<file path="src/rtl/pulse_rate_pkg.sv">
// Shared defaults and width helper for the pulse rate meter.
package pulse_rate_pkg;

  localparam int unsigned DEF_CNT_W          = 8;
  localparam int unsigned DEF_WIN_CYCLES     = 50_000_000;
  localparam int unsigned DEF_REFRACT_CYCLES = 1000;
  localparam int unsigned DEF_IDLE_WINDOWS   = 3;
  localparam int unsigned DEF_AVG_DEPTH      = 4;

  // Bits needed to hold values 0..value-1 (0 for value <= 1).
  function automatic int unsigned clog2(input int unsigned value);
    int unsigned width;
    width = 0;
    while ((64'(1) << width) < 64'(value)) begin
      width = width + 1;
    end
    return width;
  endfunction

endpackage

</file>
<file path="src/rtl/pulse_sync_edge.sv">
// Beat input conditioning: 2-FF synchroniser, rising-edge detect and refractory
// hold-off. Emits a one-cycle beat strobe per accepted edge.
module pulse_sync_edge
  import pulse_rate_pkg::*;
#(
  parameter int unsigned REFRACT_CYCLES = DEF_REFRACT_CYCLES
) (
  input  logic clk,
  input  logic reset,
  input  logic en,
  input  logic pulse_in,
  output logic beat
);

  localparam int unsigned REFR_W = (clog2(REFRACT_CYCLES) < 1) ? 1 : clog2(REFRACT_CYCLES);
  localparam logic [REFR_W-1:0] REFR_LOAD =
      (REFRACT_CYCLES == 0) ? '0 : REFR_W'(REFRACT_CYCLES - 1);

  logic              sync1;
  logic              sync2;
  logic              prev;
  logic [REFR_W-1:0] refr_cnt;

  // Only the registered refr_cnt is consulted, so an edge coinciding with expiry waits.
  always_comb begin
    beat = en & sync2 & ~prev & (refr_cnt == '0);
  end

  always_ff @(posedge clk or posedge reset) begin
    if (reset) begin
      sync1    <= 1'b0;
      sync2    <= 1'b0;
      prev     <= 1'b0;
      refr_cnt <= '0;
    end else begin
      sync1 <= pulse_in;
      sync2 <= sync1;
      prev  <= sync2;
      if (!en) begin
        refr_cnt <= '0;
      end else if (beat) begin
        refr_cnt <= REFR_LOAD;
      end else if (refr_cnt != '0) begin
        refr_cnt <= refr_cnt - 1'b1;
      end
    end
  end

endmodule

</file>
<file path="src/rtl/pulse_rate_meter.sv">
// Beat rate meter: window timer, saturating beat counter, overflow/no-pulse alarms.
// Define PULSE_RATE_AVG_EN to publish an AVG_DEPTH-window moving average as rate.
module pulse_rate_meter
  import pulse_rate_pkg::*;
#(
  parameter int unsigned CNT_W          = DEF_CNT_W,
  parameter int unsigned WIN_CYCLES     = DEF_WIN_CYCLES,
  parameter int unsigned REFRACT_CYCLES = DEF_REFRACT_CYCLES,
  parameter int unsigned IDLE_WINDOWS   = DEF_IDLE_WINDOWS,
  parameter int unsigned AVG_DEPTH      = DEF_AVG_DEPTH
) (
  input  logic             clk,
  input  logic             reset,
  input  logic             en,
  input  logic             pulse_in,
  output logic [CNT_W-1:0] rate,
  output logic             rate_valid,
  output logic             overflow,
  output logic             no_pulse
);

  localparam int unsigned WIN_W  = clog2(WIN_CYCLES);
  localparam int unsigned IDLE_W = clog2(IDLE_WINDOWS + 1);
  localparam logic [WIN_W-1:0]  WIN_LAST = WIN_W'(WIN_CYCLES - 1);
  localparam logic [IDLE_W-1:0] IDLE_MAX = IDLE_W'(IDLE_WINDOWS);

  logic              beat;
  logic              terminal;
  logic [WIN_W-1:0]  win_cnt;
  logic [CNT_W-1:0]  count;
  logic [CNT_W-1:0]  count_next;
  logic              sat;
  logic              sat_next;
  logic [IDLE_W-1:0] idle_cnt;
  logic [IDLE_W-1:0] idle_next;

  pulse_sync_edge #(
    .REFRACT_CYCLES(REFRACT_CYCLES)
  ) u_sync_edge (
    .clk     (clk),
    .reset   (reset),
    .en      (en),
    .pulse_in(pulse_in),
    .beat    (beat)
  );

  // count_next folds in a beat landing in the terminal cycle itself.
  always_comb begin
    terminal   = en && (win_cnt == WIN_LAST);
    count_next = count;
    sat_next   = sat;
    if (beat) begin
      if (count == '1) begin
        sat_next = 1'b1;
      end else begin
        count_next = count + 1'b1;
      end
    end
    if (count_next != '0) begin
      idle_next = '0;
    end else if (idle_cnt == IDLE_MAX) begin
      idle_next = idle_cnt;
    end else begin
      idle_next = idle_cnt + 1'b1;
    end
  end

  always_ff @(posedge clk or posedge reset) begin
    if (reset) begin
      win_cnt    <= '0;
      count      <= '0;
      sat        <= 1'b0;
      idle_cnt   <= '0;
      rate_valid <= 1'b0;
      overflow   <= 1'b0;
      no_pulse   <= 1'b0;
    end else if (!en) begin
      win_cnt    <= '0;
      count      <= '0;
      sat        <= 1'b0;
      rate_valid <= 1'b0;
    end else if (terminal) begin
      win_cnt    <= '0;
      count      <= '0;
      sat        <= 1'b0;
      idle_cnt   <= idle_next;
      rate_valid <= 1'b1;
      overflow   <= sat_next;
      no_pulse   <= (idle_next == IDLE_MAX);
    end else begin
      win_cnt    <= win_cnt + 1'b1;
      count      <= count_next;
      sat        <= sat_next;
      rate_valid <= 1'b0;
    end
  end

`ifdef PULSE_RATE_AVG_EN
  localparam int unsigned AVG_LOG = clog2(AVG_DEPTH);
  localparam int unsigned SUM_W   = CNT_W + AVG_LOG;

  logic [CNT_W-1:0] avg_buf [AVG_DEPTH];
  logic [SUM_W-1:0] sum;
  logic [SUM_W-1:0] sum_next;

  always_comb begin
    sum_next = sum + SUM_W'(count_next) - SUM_W'(avg_buf[AVG_DEPTH-1]);
  end

  always_ff @(posedge clk or posedge reset) begin
    if (reset) begin
      for (int i = 0; i < AVG_DEPTH; i++) begin
        avg_buf[i] <= '0;
      end
      sum  <= '0;
      rate <= '0;
    end else if (terminal) begin
      for (int i = AVG_DEPTH - 1; i > 0; i--) begin
        avg_buf[i] <= avg_buf[i-1];
      end
      avg_buf[0] <= count_next;
      sum        <= sum_next;
      rate       <= CNT_W'(sum_next >> AVG_LOG);
    end
  end
`else
  always_ff @(posedge clk or posedge reset) begin
    if (reset) begin
      rate <= '0;
    end else if (terminal) begin
      rate <= count_next;
    end
  end

  // AVG_DEPTH only shapes the averager; nothing is built from it here.
  if (AVG_DEPTH == 0) begin : g_avg_depth_unused
  end
`endif

endmodule

</file>
<file path="config.mk">
export PLATFORM = sky130hd
export DESIGN_NAME = pulse_rate_meter
export DESIGN_NICKNAME = d
export VERILOG_FILES = /design/src/rtl/pulse_rate_pkg.sv /design/src/rtl/pulse_sync_edge.sv /design/src/rtl/pulse_rate_meter.sv
export SDC_FILE = /design/constraint.sdc
export NUM_CORES = 1
export LEC_CHECK = 0
export CAP_MARGIN = 10
export CELL_PAD_IN_SITES_DETAIL_PLACEMENT = 1
export CELL_PAD_IN_SITES_GLOBAL_PLACEMENT = 2
export CORE_ASPECT_RATIO = 0.6
export CORE_MARGIN = 4
export CORE_UTILIZATION = 30
export CTS_CLUSTER_SIZE = 12
export DETAILED_ROUTE_END_ITERATION = 6
export PLACE_DENSITY = 0.62
export SLEW_MARGIN = 40
export SYNTH_ARGS = -nofsm -noshare
export SYNTH_HDL_FRONTEND = slang
export SYNTH_SLANG_ARGS = --single-unit
export TNS_END_PERCENT = 30
</file>
<file path="constraint.sdc">
create_clock -name clk -period 3.4 [get_ports clk]
set_clock_uncertainty 0.15 [all_clocks]
set_input_delay 0.34 -clock clk [delete_from_list [all_inputs] [get_ports clk]]
set_output_delay 0.34 -clock clk [all_outputs]
set_load 0.005 [all_outputs]
</file>
Word level (Yosys, flattened, before mapping)

Cells that the tools add are included.

Flip-flop bits (word level): 61
Output and inout bits: 11
Logic and storage cells: 47

Add/subtract/negate cells: 4
Equality and inequality tests: 5
Muxes and demuxes: 17
Bitwise operators: 4
Reduce and logical (&&, ||, !) cells: 5

Operator list:

| operator                | number |
|---|---|
| $mux W26                | 2 |
| $mux W8                 | 4 |
| $mux W10                | 3 |
| $add A26 B1 Y26 const B | 1 |
| $eq A26 B26 Y1 const B  | 1 |
| $logic_not A10 Y1       | 1 |
| $reduce_bool A10 Y1     | 1 |
| $sub A10 B1 Y10 const B | 1 |
| $add A8 B1 Y8 const B   | 1 |
| $eq A8 B8 Y1 const B    | 1 |
| $reduce_bool A8 Y1      | 1 |
| $mux W1                 | 6 |
| $eq A2 B2 Y1 const B    | 2 |
| $mux W2                 | 2 |
| $and A1 B1 Y1           | 3 |
| $ne A3 B1 Y1 const B    | 1 |
| $add A2 B1 Y2 const B   | 1 |
| $reduce_and A2 Y1       | 1 |
| $logic_and A1 B1 Y1     | 1 |
| $not A1 Y1              | 1 |

Depth between registers and ports, before layout

Gate-level depths: netlist of the first run.

Depth in word-level cells: 7
Gate-level depth with buffers: 9
Gate-level depth less buffers: 8

By module

From an unflattened synthesis of the first run, not the netlist that was laid out.

Cell total of the unflattened synthesis: 309
Area total of the unflattened synthesis: 3027.9 sq um

By module, submodules not included:

| module           | times used | cells each | area an instance (sq um) | sequential area each (sq um) |
|---|---|---|---|---|
| pulse_rate_meter | 1          | 243        | 2321.0                   | 1201.2 |
| pulse_sync_edge  | 1          | 66         | 706.9                    | 325.3 |

Worst setup path before layout of the first run

No wires, ideal clock.

Kind: flip-flop to flip-flop
Start: register win_cnt[0]
End: register idle_cnt[0]
Library setup time: 0.129 ns
Arrival time: 1.781 ns
Data required time: 3.121 ns
Slack: 1.340 ns
Stages on the path, launching flop included: 8
Buffers on the path: 1
Clock period less this slack: 2.060 ns
Cell sequence: dfrtp_1 -> ha_1 -> nand3_2 -> or2_4 -> or4_4 -> buf_2 -> nand2_1 -> o21ai_1

Cells in the longest elaborated chain, start to end: 3

Ends and longest elaborated chain:

| item                               | RTL line               | RTL |
|---|---|---|
| from (decl)                        | pulse_rate_meter.sv:29 | `logic [WIN_W-1:0] win_cnt;` |
| from (signal assigned)             | pulse_rate_meter.sv:91 | `win_cnt <= win_cnt + 1'b1;` |
| $eq A26 B26 Y1                     | pulse_rate_meter.sv:49 | `terminal = en && (win_cnt == WIN_LAST);` |
| $logic_and A1 B1 Y1                | pulse_rate_meter.sv:49 |  |
| $reduce_and A2 Y1 (no source line) | --                     |  |
| to (signal assigned)               | pulse_rate_meter.sv:86 | `idle_cnt <= idle_next;` |
| to (decl)                          | pulse_rate_meter.sv:34 | `logic [IDLE_W-1:0] idle_cnt;` |

Every way passes these cells.
A chain may end at the register's enable or synchronous reset.

Final worst setup path of the first run

Start: register u_sync_edge.refr_cnt[0]
End: register no_pulse

Cells in the longest elaborated chain, start to end: 6

Ends and longest elaborated chain:

| item                   | RTL line               | RTL |
|---|---|---|
| from (decl)            | pulse_sync_edge.sv:22  | `logic [REFR_W-1:0] refr_cnt;` |
| from (signal assigned) | pulse_sync_edge.sv:44  | `refr_cnt <= refr_cnt - 1'b1;` |
| $logic_not A10 Y1      | pulse_sync_edge.sv:26  | `beat = en & sync2 & ~prev & (refr_cnt == '0);` |
| $and A1 B1 Y1          | pulse_sync_edge.sv:26  |  |
| $mux W8                | pulse_rate_meter.sv:52 | `if (beat) begin` |
| $reduce_bool A8 Y1     | pulse_rate_meter.sv:59 | `if (count_next != '0) begin` |
| $mux W2                | pulse_rate_meter.sv:59 |  |
| $eq A2 B2 Y1           | pulse_rate_meter.sv:89 | `no_pulse <= (idle_next == IDLE_MAX);` |
| to (signal assigned)   | pulse_rate_meter.sv:89 |  |
| to (decl)              | pulse_rate_meter.sv:19 | `output logic no_pulse` |

Every way passes these cells.

==> results of run 1 <==
-- area by class of cell --
type                            count  share of cell area [%]
Inverter                            7                   0.730
Multi-Input combinational cell    218                    37.9
Clock buffer                       12                    7.41
Clock inverter                      3                    1.88
Timing Repair Buffer               20                    5.15
Tap cell                          130                    4.52
Sequential cell                    61                    42.4
-- cell families (layout without fill, tap and decap cells) --
group           Yosys count  after routing  synth area share [%]
flops                    61             61                  51.1
compound gates           37             37                  7.16
fa+ha+maj                 4              4                  1.67
xor+xnor                 34             34                  9.96
simple gates            140            140                  25.8
mux                       3              3                  1.00
buf+inv                  17             42                  3.35
-- power breakdown --
group | internal (mW) | switching (mW) | total [mW]
clock | 0.697 | 0.318 | 1.01
combinational | 0.151 | 0.210 | 0.361
sequential | 0.770 | 0.0435 | 0.813
-- final timing paths --
| kind | start | endpoint | slack (ps) | depth (start not counted) |
|---|---|---|---|---|
| max | u_sync_edge.refr_cnt[0] | no_pulse | 630 | 8 |
| min | u_sync_edge.sync1 | u_sync_edge.sync2 | 210 | 0 |
| max reg2reg | u_sync_edge.refr_cnt[0] | no_pulse | 630 | 8 |
| min reg2reg | u_sync_edge.sync1 | u_sync_edge.sync2 | 210 | 0 |
| max in group asynchronous | reset | win_cnt[14] | 2190 | 3 |
| min in group asynchronous | reset | u_sync_edge.refr_cnt[5] | 230 | 2 |
-- worst reg2reg max path: cells and delay by family (launching register included) --
kind / cells / cell delay (ps)
compound gates: 3 / 600
fa+ha+maj: 1 / 160
buf+inv: 1 / 120
flops: 1 / 390
simple gates: 3 / 1280
-- synthesized netlist by cell type (2+ instances only) --
| cell | instances | area [um2] |
|---|---|---|
| a21boi_0 | 2 | 15.0 |
| a21oi_1 | 11 | 55.1 |
| and2_1 | 4 | 25.0 |
| and3_1 | 9 | 56.3 |
| and4_1 | 3 | 26.3 |
| buf_2 | 5 | 25.0 |
| buf_6 | 4 | 45.0 |
| dfrtp_1 | 61 | 1530 |
| ha_1 | 4 | 50.1 |
| inv_1 | 7 | 26.3 |
| mux2i_1 | 3 | 30.0 |
| nand2_1 | 29 | 109 |
| nand2b_1 | 2 | 12.5 |
| nand3_1 | 17 | 85.1 |
| nand3_2 | 2 | 20.0 |
| nand4_1 | 6 | 37.5 |
| nor2_1 | 40 | 150 |
| nor2b_1 | 2 | 12.5 |
| nor3_1 | 5 | 25.0 |
| nor3_2 | 2 | 20.0 |
| nor3b_1 | 2 | 15.0 |
| nor4_1 | 2 | 12.5 |
| nor4_2 | 2 | 25.0 |
| nor4b_2 | 2 | 30.0 |
| o21a_1 | 2 | 15.0 |
| o21ai_0 | 5 | 25.0 |
| o21ai_1 | 12 | 60.1 |
| or4_4 | 2 | 22.5 |
| xnor2_1 | 18 | 158 |
| xor2_1 | 16 | 140 |
-- routing by layer --
| metal | vias up | GRT usage [%] | part of all wire [%] |
|---|---|---|---|
| met5 | - | 0 | 0 |
| met4 | 0 | 4.35 | 1.3 |
| met3 | 9 | 4.50 | 3.5 |
| met2 | 23 | 17.8 | 38 |
| met1 | 1080 | 21.3 | 57 |
| li1 | 1057 | - | - |
-- per-stage QoR --
step / std cells / worst slack, ps / hold WS [ps]
2_1_floorplan: 296 / 1340 / 181
3_3_place_gp: 436 / 721 / 187
3_5_place_dp: 436 / 679 / 196
4_1_cts: 451 / 652 / 206
5_1_grt: 451 / 399 / 217
6_report: 451 / 627 / 207
-- state kept, by name, indices dropped and copies added, names as in the netlist --
signal	cells
count	8
overflow	1
rate_valid	1
win_cnt	26
u_sync_edge.prev	1
rate	8
no_pulse	1
u_sync_edge.refr_cnt	10
idle_cnt	2
u_sync_edge.sync1	1
u_sync_edge.sync2	1
sat	1
==> key figures, run 1 <==
Yosys
  – Async set or reset register ratio after synthesis: 100%
  – Yosys warnings: 0
  – Sequential fraction of the synthesis area: 51.1%
  – Yosys cell types: 45
  – Post-Syn Nets: 304
  – EDFF count, synth: 0
  – Gate Count Post-Synth: 296
  – Post-Syn Area: 2990 um2
  – Post-synthesis average cell area: around 10 um2
  – Synth Flop Type: dfrtp_1
  – Yosys reg bits: 61

Cells and area
  – Final core utilization: between 30% and 40%
  – Multi-input gate area: 1360 um2
  – Nets: 325
  – Fillers: ~1100
  – Most frequent cells in the layout: dfrtp_1 (61), nor2_1 (40), nand2_1 (29), xnor2_1 (18), nand3_1 (17)
  – Fraction of layout cells with a size suffix above 1: 11.5%
  – Area growth syn-to-layout: 20.3%
  – Commonest non-fill, non-tap cell in the layout: dfrtp_1
  – FF+latch area: around 1500 um2
  – Fin area: 3600 um2
  – Diode count: 0

Worst setup path
  – Crit-path cells: inv_1 -> ha_1 -> nor3b_1 -> nand4_1 -> nor2_2 -> a41o_1 -> o211ai_1 -> o21ai_1
  – Worst Setup Path Type: flop to flop
  – CP top delay family: simple AND/OR/NAND/NOR gates
  – Peak fanout along the critical path: 6
  – CP bufs+invs: 1
  – CP peak stage delay: 470 ps
  – WP data required: 3500 ps
  – Critical path launch point type: flop
  – Crit end category: flop
  – Slowest cell on the critical path: nor3b_1
  – Worst EP arrival: ~2900 ps

CTS
  – Clk root buf: clkbuf_16
  – Max clock buf depth: 2
  – Post-cts sizing count: 0
  – CTS tree: done
  – # Post-CTS Setup Buffers: 0
  – Clock transition at the registers of the reported paths: 50 ps
  – H-tree levels: 3
  – Sink Count: 61
  – Cts hold-fix bufs: 0
  – Total clock buffers created by CTS: 9
  – Worst-Skew Late Latency: 330 ps

Die
  – Rows: 27
  – Floorplan core area: 9430 um2
  – Top-level I/O count: 15
  – Starting Density: 31.7%
  – Die H: 85.3 um
  – Die ar.: 11700 um2
  – Die X: 137 um

Global routing
  – Initial antenna violation count: 0
  – Total GRT Usage: 13.8%
  – Total grt overflow: 0
  – Largest net degree at the start of global routing: 34
  – First-pass GRT wire length: 12.3 mm
  – Vias in the first global route: around 2200

Run status
  – Status: finished, final reports clean

Route
  – Routed Antenna Nets: 0
  – DRC viols: 0
  – Initial DRT Pass Iterations: 4
  – Vias per cell: between 4 and 5
  – Drt total wl: 7.18 mm
  – Via count: ~2200
  – Initial DRC Count: roughly 130
  – WL per Instance: 15.9 um

Timing
  – F_max: 0.361 GHz
  – RSZ-0062 raised after global routing: false
  – Setup tns final: 0 ps
  – Final Max Slew Viols: 0
  – Post-route minimum period: ~2800 ps
  – Slew headroom: about 61%
  – Hold Fails Final Rpt: 0
  – Period utilization: 81.6%
  – Final-report setup violation count: 0
  – Slew @ Worst Pin: 575 ps

Placed design
  – GP Congestion: 0.755
  – DP Area: ~3300 um2
  – Dpl hpwl: 5.15 mm
  – # port buffers: 14

Min path
  – Hold Crit Class: flop to flop

Power and ir drop
  – P per Cell Area: 608 nW/um2
  – P_leak: between 1.5 and 2 nW
  – Peak supply drop: approximately 0.24 mV
  – Pwr Total: roughly 2.2 mW

Flow run
  – Max Cap Viol: 0
Note: power is estimated with default switching activity, not from simulation.
==> inputs of run 2 (changes only) <==
Clock period 3.4 ns to 2.9 ns, I/O delays scaled along.
==> run 2 against run 1 <==
Via count down 2.3%. Highest routed layer unchanged. Flip-flop and latch count did not move. Largest power group unchanged. Sequential share of layout area increased by 0.16 points. Global-route usage shrank 0.088 points. Setup slack lost 140 ps. Register-to-register slack lost 140 ps.
==> key figures, run 2 (synthesized netlist as in run 1, its figures left out) <==
Cells and area
  – Most frequent cells in the layout: dfrtp_1 (61), nor2_1 (40), nand2_1 (29), xnor2_1 (18), nand3_1 (17)
  – Largest registers: win_cnt (26), u_sync_edge.refr_cnt (10)
  – Commonest non-fill, non-tap cell in the layout: dfrtp_1
  – Biggest register: win_cnt
  – Fraction of layout cells with a size suffix above 1: 11.2% (-0.35 points)
  – Diode count: 0 (unchanged)
  – Nets: 325 (unchanged)
  – Non-filler cells, final: 452 (+0.22%)
  – Area growth syn-to-layout: 19.9%
  – Number of flip-flops in the largest register: 26 (unchanged)

Timing
  – Final Max Slew Viols: 0 (unchanged)
  – Final-report setup violation count: 0 (unchanged)
  – Slew headroom: 61.5% (+0.20 points)
  – Setup tns final: 0 ps (unchanged)
  – Slew @ Worst Pin: 572 ps (-2.95 ps)
  – Post-route minimum period: 2410 ps (-364 ps)
  – RSZ-0062 raised after global routing: false
  – Hold Fails Final Rpt: 0 (unchanged)
  – Period utilization: 83.1% (+1.5 points)
  – F_max: 0.415 GHz (+15%)

Power and ir drop
  – Clock power frac: 44.7% (-1.7 points)
  – Peak supply drop: 0.296 mV (+25%)
  – Power Internal: 1.84 mW (+14%)
  – Combinational Power Share: 17.5% (+1.0 points)
  – Sw Share: 27.0% (+0.92 points)
  – Reg power frac: 37.8% (+0.6 points)
  – P_leak: 1.52 nW (-0.15%)
  – Sw power: 0.682 mW (+19%)
  – P per Cell Area: 704 nW/um2 (+16%)

CTS
  – Sink Count: 61 (unchanged)
  – Total clock buffers created by CTS: 9 (unchanged)
  – Clock transition at the registers of the reported paths: 50 ps (about the same)
  – Post-cts sizing count: 0 (unchanged)
  – CTS tree: done
  – Max clock buf depth: 2 (unchanged)
  – Worst-Skew Late Latency: 330 ps (about the same)
  – # Post-CTS Setup Buffers: 0 (unchanged)
  – Cts hold-fix bufs: 0 (unchanged)
  – H-tree levels: 3 (unchanged)
  – Clk root buf: clkbuf_16

Route
  – Via count: 2119 (-2.3%)
  – DRC viols: 0 (unchanged)
  – Vias per cell: 4.69 (-2.5%)
  – Initial DRC Count: 116 (-11%)
  – Routed Antenna Nets: 0 (unchanged)
  – WL per Instance: 15.6 um (-1.8%)
  – Initial DRT Pass Iterations: 6 (+2)
  – Drt total wl: 7.07 mm (-1.6%)

Die
  – Floorplan core area: 9430 um2 (unchanged)
  – Die ar.: 11700 um2 (unchanged)
  – Top-level I/O count: 15 (unchanged)
  – Starting Density: 31.7% (unchanged)
  – Die X: 137 um (unchanged)
  – Rows: 27 (unchanged)
  – Die H: 85.3 um (unchanged)

Global routing
  – Total GRT Usage: 13.7% (-0.088 points)
  – Largest net degree at the start of global routing: 40 (+18%)
  – Initial antenna violation count: 0 (unchanged)
  – Total grt overflow: 0 (unchanged)
  – First-pass GRT wire length: 12.2 mm (-0.90%)
  – Vias in the first global route: 2163 (-3.4%)

Flow run
  – Max Cap Viol: 0 (unchanged)

Placed design
  – Dpl hpwl: 4.94 mm (-4.2%)
  – # port buffers: 14 (unchanged)
  – Post-Place Cells: 436 (unchanged)
  – GP Congestion: 0.739 (-2.1%)

Min path
  – Hold Crit Class: input pin to async pin

Worst setup path
  – Critical path launch point type: flop
  – CP bufs+invs: 1 (unchanged)
  – Levels on crit path: 8 (unchanged)
  – Crit-path cells: inv_1 -> ha_1 -> nor3b_1 -> nand4_1 -> nor3_1 -> xnor2_1 -> o211ai_1 -> o21ai_1
  – CP peak stage delay: 400 ps (-70 ps)
  – R2r worst-path depth: 8 (unchanged)
  – CP top delay family: simple AND/OR/NAND/NOR gates
  – Worst Setup Path Type: flop to flop
  – Peak fanout along the critical path: 5 (-1)
  – Worst EP arrival: 2510 ps (-370 ps)
  – Slowest cell on the critical path: dfrtp_1
  – Crit end category: flop
  – WP data required: 3000 ps (-500 ps)

Run status
  – Status: finished, final reports clean
==> run 2: routing by layer <==
metal / vias to the layer above / wire (um) / share of wire (%) / GRT usage [%]
li1: 1057 / - / - / -
met4: 0 / 94 / 1.3 / 4.62
met1: 1029 / 4080 / 58 / 21.1
met5: - / 0 / 0 / 0
met3: 9 / 230 / 3.3 / 4.32
met2: 24 / 2660 / 38 / 17.7
==> run 2: path summary, 6_finish.rpt <==
path	startpoint	to	slack, ps
max	u_sync_edge.refr_cnt[0]	no_pulse	490
min	reset	u_sync_edge.sync2	180
max reg2reg	u_sync_edge.refr_cnt[0]	no_pulse	490
min reg2reg	u_sync_edge.sync1	u_sync_edge.sync2	220
max in group asynchronous	reset	count[7]	1820
min in group clk	u_sync_edge.sync1	u_sync_edge.sync2	220
==> run 2: power by group through the flow <==
| stage | Sequential, mW | Combinational, mW | Clock (mW) |
|---|---|---|---|
| finish | 0.952 | 0.442 | 1.13 |
| global route | 0.958 | 0.504 | 1.21 |
| CTS | 0.951 | 0.448 | 1.16 |
| detailed placement | 0.965 | 0.444 | 0 |
| global placement | 0.966 | 0.430 | 0 |
| floorplan | 0.953 | 0.323 | 0 |
==> run 2: worst register-to-register path, cell delays in order, from the launching register on <==
cell,delay (ps)
dfrtp_1,400
inv_1,120
ha_1,180
nor3b_1,280
nand4_1,290
nor3_1,320
xnor2_1,200
o211ai_1,210
o21ai_1,180
==> run 2: stage by stage <==
| stage | util, % | power [mW] | cell area, um2 | setup WS (ps) | hold slack (ps) |
|---|---|---|---|---|---|
| detailed placement | 34.8 | 1.41 | 3280 | 290 | 213 |
| floorplan | - | 1.28 | 2990 | 840 | 171 |
| global placement | 34.8 | 1.40 | 3280 | 326 | 220 |
| finish | 38.0 | 2.52 | 3580 | 491 | 176 |
| CTS | 38.0 | 2.56 | 3580 | 454 | 191 |
| global route | 38.0 | 2.67 | 3580 | 159 | 217 |
==> run 2: area by class of cell <==
type | instances | area, um2
clock buffers | 11 | 233
clock inverters | 5 | 75.1
fillers | 1042 | 5840
inverters | 7 | 26.3
multi-input cells | 218 | 1360
flip-flops and latches | 61 | 1530
well taps | 130 | 163
repair buffers | 20 | 198
